File: src/rtl/imm_gen_pkg.sv
// rtl/imm_gen_pkg.sv - opcode and format constants shared by the immediate generator
package imm_gen_pkg;

    localparam int FMT_W = 3;

    localparam logic [6:0] OP_LOAD   = 7'b0000011;
    localparam logic [6:0] OP_IMM    = 7'b0010011;
    localparam logic [6:0] OP_JALR   = 7'b1100111;
    localparam logic [6:0] OP_STORE  = 7'b0100011;
    localparam logic [6:0] OP_BRANCH = 7'b1100011;
    localparam logic [6:0] OP_LUI    = 7'b0110111;
    localparam logic [6:0] OP_AUIPC  = 7'b0010111;
    localparam logic [6:0] OP_JAL    = 7'b1101111;

    localparam logic [FMT_W-1:0] FMT_NONE = 3'd0;
    localparam logic [FMT_W-1:0] FMT_I    = 3'd1;
    localparam logic [FMT_W-1:0] FMT_S    = 3'd2;
    localparam logic [FMT_W-1:0] FMT_B    = 3'd3;
    localparam logic [FMT_W-1:0] FMT_U    = 3'd4;
    localparam logic [FMT_W-1:0] FMT_J    = 3'd5;

endpackage

File: src/rtl/imm_decode.sv
// rtl/imm_decode.sv - combinational RV32I/RV64I immediate decode and sign extension
module imm_decode
    import imm_gen_pkg::*;
#(
    parameter int XLEN = 32
) (
    input  logic [31:0]      instr_i,
    output logic [XLEN-1:0]  imm_o,
    output logic [FMT_W-1:0] fmt_o,
    output logic             illegal_o
);

    logic [31:0] imm32;

    always_comb begin
        imm32     = '0;
        fmt_o     = FMT_NONE;
        illegal_o = 1'b0;
        case (instr_i[6:0])
            OP_LOAD, OP_IMM, OP_JALR: begin
                imm32 = {{20{instr_i[31]}}, instr_i[31:20]};
                fmt_o = FMT_I;
            end
            OP_STORE: begin
                imm32 = {{20{instr_i[31]}}, instr_i[31:25], instr_i[11:7]};
                fmt_o = FMT_S;
            end
            OP_BRANCH: begin
                imm32 = {{19{instr_i[31]}}, instr_i[31], instr_i[7],
                         instr_i[30:25], instr_i[11:8], 1'b0};
                fmt_o = FMT_B;
            end
            OP_LUI, OP_AUIPC: begin
                imm32 = {instr_i[31:12], 12'b0};
                fmt_o = FMT_U;
            end
            OP_JAL: begin
                imm32 = {{11{instr_i[31]}}, instr_i[31], instr_i[19:12],
                         instr_i[20], instr_i[30:21], 1'b0};
                fmt_o = FMT_J;
            end
            default: begin
                imm32     = '0;
                fmt_o     = FMT_NONE;
                illegal_o = 1'b1;
            end
        endcase
    end

    // bit 31 of every legal imm32 equals instr[31], so a signed widen gives the XLEN extension
    assign imm_o = XLEN'($signed(imm32));

endmodule

File: src/rtl/imm_gen_pipe.sv
// rtl/imm_gen_pipe.sv - pipelined immediate generator with 2-entry skid output; IMM_GEN_ILLEGAL_CNT_EN adds illegal_cnt
module imm_gen_pipe
    import imm_gen_pkg::*;
#(
    parameter int XLEN            = 32,
    parameter bit ZERO_ON_ILLEGAL = 1'b1
) (
    input  logic             clk,
    input  logic             rst_n,
    input  logic             in_valid,
    output logic             in_ready,
    input  logic [31:0]      in_instr,
    output logic             out_valid,
    input  logic             out_ready,
    output logic [XLEN-1:0]  out_imm,
    output logic [FMT_W-1:0] out_fmt,
    output logic             out_illegal,
`ifdef IMM_GEN_ILLEGAL_CNT_EN
    output logic [15:0]      illegal_cnt,
`endif
    output logic [31:0]      out_instr
);

    typedef struct packed {
        logic [XLEN-1:0]  imm;
        logic [FMT_W-1:0] fmt;
        logic             illegal;
        logic [31:0]      instr;
    } res_t;

    logic [XLEN-1:0]  dec_imm;
    logic [FMT_W-1:0] dec_fmt;
    logic             dec_illegal;

    imm_decode #(.XLEN(XLEN)) u_decode (
        .instr_i   (in_instr),
        .imm_o     (dec_imm),
        .fmt_o     (dec_fmt),
        .illegal_o (dec_illegal)
    );

    res_t            out_q, out_d, skid_q, skid_d, new_res;
    logic            out_valid_q, out_valid_d;
    logic            skid_full_q, skid_full_d;
    logic [XLEN-1:0] last_imm_q, last_imm_d;
    logic            accept, consume, out_free;

    assign accept   = in_valid && !skid_full_q;
    assign consume  = out_valid_q && out_ready;
    assign out_free = !out_valid_q || consume;

    always_comb begin
        new_res.imm     = (dec_illegal && !ZERO_ON_ILLEGAL) ? last_imm_q : dec_imm;
        new_res.fmt     = dec_fmt;
        new_res.illegal = dec_illegal;
        new_res.instr   = in_instr;
    end

    always_comb begin
        out_d       = out_q;
        skid_d      = skid_q;
        out_valid_d = out_valid_q;
        skid_full_d = skid_full_q;
        last_imm_d  = last_imm_q;
        if (accept) begin
            last_imm_d = new_res.imm;
        end
        // A full skid blocks input, so the only move is skid into a draining OUT
        if (skid_full_q) begin
            if (consume) begin
                out_d       = skid_q;
                skid_full_d = 1'b0;
            end
        end else if (accept) begin
            if (out_free) begin
                out_d       = new_res;
                out_valid_d = 1'b1;
            end else begin
                skid_d      = new_res;
                skid_full_d = 1'b1;
            end
        end else if (consume) begin
            out_valid_d = 1'b0;
        end
    end

    always_ff @(posedge clk or negedge rst_n) begin
        if (!rst_n) begin
            out_q       <= '0;
            skid_q      <= '0;
            out_valid_q <= 1'b0;
            skid_full_q <= 1'b0;
            last_imm_q  <= '0;
        end else begin
            out_q       <= out_d;
            skid_q      <= skid_d;
            out_valid_q <= out_valid_d;
            skid_full_q <= skid_full_d;
            last_imm_q  <= last_imm_d;
        end
    end

`ifdef IMM_GEN_ILLEGAL_CNT_EN
    logic [15:0] cnt_q, cnt_d;

    always_comb begin
        cnt_d = cnt_q;
        if (consume && out_q.illegal && (cnt_q != 16'hFFFF)) begin
            cnt_d = cnt_q + 16'd1;
        end
    end

    always_ff @(posedge clk or negedge rst_n) begin
        if (!rst_n) begin
            cnt_q <= '0;
        end else begin
            cnt_q <= cnt_d;
        end
    end

    assign illegal_cnt = cnt_q;
`endif

    assign in_ready    = !skid_full_q;
    assign out_valid   = out_valid_q;
    assign out_imm     = out_q.imm;
    assign out_fmt     = out_q.fmt;
    assign out_illegal = out_q.illegal;
    assign out_instr   = out_q.instr;

endmodule

File: config.mk
export PLATFORM = sky130hd
export DESIGN_NAME = imm_gen_pipe
export DESIGN_NICKNAME = d
export VERILOG_FILES = /design/src/rtl/imm_gen_pkg.sv /design/src/rtl/imm_decode.sv /design/src/rtl/imm_gen_pipe.sv
export SDC_FILE = /design/constraint.sdc
export NUM_CORES = 1
export LEC_CHECK = 0
export ABC_AREA = 1
export CAP_MARGIN = 25
export CORE_MARGIN = 2
export CORE_UTILIZATION = 45
export DETAILED_ROUTE_END_ITERATION = 8
export HOLD_SLACK_MARGIN = 0.15
export PLACE_DENSITY = 0.72
export SYNTH_ARGS = -nofsm -noshare
export SYNTH_HDL_FRONTEND = slang
export SYNTH_SLANG_ARGS = --single-unit
File: constraint.sdc
create_clock -name clk -period 1.3 [get_ports clk]
set_input_delay 0.26 -clock clk [delete_from_list [all_inputs] [get_ports clk]]
set_output_delay 0.26 -clock clk [all_outputs]
set_load 0.02 [all_outputs]
==> impl_metrics.csv <==
group,metric,value,unit
routing,drc,0,
timing,holdWs,0.179,ns
timing,fmax,691,MHz
placement,place.gp.congestion,0.899,
yosys,ys_seq_area_share,53.9,%
grt,grt_overflow,0,
timing,tightest_slew,0.339,ns
timing,period_share,111,%
yosys,syn_area_per_cell,7.79,sq um
routing,num_vias,6329,
routing,dr.pass1.iters,5,
placement,dp_hpwl,11200,um
routing,dr.first_iter.drc_count,666,
final_layout,diodes,0,
die,ios,106,
timing,maxSlewViolCount,0,
timing,hold_violations,0,
setup_path,crit_type,"register to register",
placement,dp_cells,1114,
die,fp-row-count,43,
cts,clkLatencyLatePin,0.43,ns
cts,cts_buffers,17,
die,start_util,46.2,%
yosys,netlist_area,6410,sq um
grt,grt_max_degree,54,
timing,tns,-8.33,ns
timing,setup_viol,113,
final_layout,final_cell_area,9050,sq um
die,die_area,15200,sq um
yosys,synth_warnings,0,
final_layout,synthToLayoutAreaGrowth,41.2,%
yosys,synth_edf_count,0,
die,core,13900,sq um
cts,clkTransAtPathRegs,0.06,ns
final_layout,drive_gt1_share,24.0,%
final_layout,final_nets,1017,
cts,clock-sinks,138,
yosys,synthDistinctLibCells,23,
placement,port_buffers,105,
yosys,async_flop_share,100,%
final_layout,stdcell_count,1174,
setup_path,crit_path_start_kind,"register",
setup_path,worstPathArrival,1.77,ns
power,p_per_area,1690,nW/um^2
routing,wire_per_inst,16.7,um
grt,grt_first_pass_wirelength,29500,um
placement,placed_cell_area,8010,sq um
timing,min_period,1.45,ns
yosys,syn_inst,823,
yosys,syn-num-nets,859,
timing,fin_worst_skew,0.0127,ns
die,die_w,123,um
grt,track_usage,25.5,%
final_layout,fillers,1088,
grt,antenna_found_initial,0,
routing,ant_nets,0,
power,ir_drop,0.947,mV
worst_hold_path,hold_class,"input port to register",
timing,max_slew_margin,77.3,%
power,p_leak,4.62,nW
setup_path,end_kind,"register",
setup_path,crit_fanout,6,
power,p_total,15.3,mW
outcome,outcome,"finished with violations",
cts,h-tree-depth,4,
routing,viasPerCell,5.39,
cts,cts_buffer_depth,2,
routing,wirelength,19600,um
cts,root_buffer,"clkbuf_16",
setup_path,cp.required,1.62,ns
yosys,synthFlopType,"dfrtp_1",
outcome,violations,"negative setup slack",
die,die_y,123,um
flow_run,maxCapViolations,0,
yosys,ys_ff_latch,138,
timing,setup_ws,-0.148,ns
grt,grt_pass1_vias,5691,
timing,rsz0062_at_grt,"yes",
cts,cts_tree,"done",
-- cells in the mapped netlist, types with 3 or more instances --
library cell  count  area share [%]
a21oi_1          15             1.2
a31oi_1          47             4.6
a31oi_2           5            0.98
buf_1             4            0.23
buf_2            20             1.6
buf_4             4            0.47
buf_6             3            0.53
clkbuf_1         20             1.2
dfrtp_1         138              54
inv_1            29             1.7
inv_2             4            0.23
nand2_1         322              19
nand2_2           4            0.39
nand3_1          41             3.2
nand3_2           3            0.47
nand4_1           4            0.39
nor2_1          127             7.4
nor2_2            3            0.29
o21ai_0          20             1.6
o21ai_1           7            0.55
-- worst paths after layout --
path | cells after the start | slack, ns | start | endpoint
min in group asynchronous | 2 | 0.21 | rst_n | skid_q[53]
worst max-delay path | 8 | -0.15 | skid_full_q | skid_q[60]
max in group asynchronous | 3 | 0.60 | rst_n | skid_q[23]
worst min-delay path | 3 | 0.18 | in_instr[5] | out_instr[5]
worst min register to register | 2 | 0.47 | out_imm[26] | out_imm[26]
worst max register to register | 8 | -0.15 | skid_full_q | skid_q[60]
-- layer usage --
metal / part of all wire, % / vias up / global-route usage [%]
li1: - / 2951 / -
met2: 47 / 266 / 37.9
met3: 6.7 / 51 / 4.98
met1: 43 / 3061 / 36.5
met4: 2.7 / 0 / 10.6
met5: 0 / - / 0
-- through the flow --
stage	setup slack, ns	utilization [%]
finish	-0.148	65.2
global route	-0.222	65.2
CTS	-0.118	62.2
detailed placement	-0.660	57.7
global placement	-0.631	57.7
floorplan	-0.00352	-
-- sequential cells by signal (all words and copies together) (netlist names) --
signal and count:
out_fmt 3, out_illegal 1, out_imm 32, out_instr 32, out_valid 1, skid_full_q 1
skid_q 68
-- power breakdown --
part	switching, mW	internal [mW]	total [mW]
sequential	0.623	5.35	5.98
clock	1.80	3.20	5.00
combinational	2.58	1.74	4.32
-- layout make-up --
| cell class | instances | area [sq um] | area share [%] |
|---|---|---|---|
| multi-input combinational | 600 | 2720 | 30.1 |
| sequential | 138 | 3450 | 38.2 |
| inverter | 34 | 143 | 1.58 |
| tap | 180 | 225 | 2.49 |
| timing repair buffer | 190 | 1890 | 20.9 |
| clock inverter | 8 | 115 | 1.27 |
| clock buffer | 24 | 492 | 5.44 |
-- what timing repair did --
item | in CTS | in global routing
endpoints found under the hold margin | 138 | 0
setup buffers | 6 | 7
hold buffers | 1 | 0
cloned | 6 | 9
gates resized for setup | 321 | 49
endpoints found under the setup margin | 200 | 135
pin swaps | 4 | 8
-- placed cells by master (no fill, tap or decap), types with 13 or more instances in the layout --
cell type,instances
a31oi_1,45
buf_12,20
buf_2,69
buf_4,39
clkbuf_16,25
clkdlybuf4s50_1,27
dfrtp_1,137
inv_1,26
nand2_1,320
nand3_1,39
nor2_1,114
nor2_2,13
o21ai_0,15
-- worst max-delay path: stages, from the launching register on --
cell	delay (ns)
dfrtp_1	0.39
buf_4	0.16
nor2_4	0.11
nand2_4	0.08
inv_6	0.08
buf_12	0.14
buf_12	0.13
nor2_1	0.06
a31oi_1	0.19
-- cells by family (layout without fill, tap and decap cells) --
group	count (synthesis)	after routing	synth area share (%)
simple gates	504	504	31.0
flops	138	138	53.9
compound gates	96	96	9.08
buf+inv	85	256	5.98
Note: power is estimated with default switching activity, not from simulation.
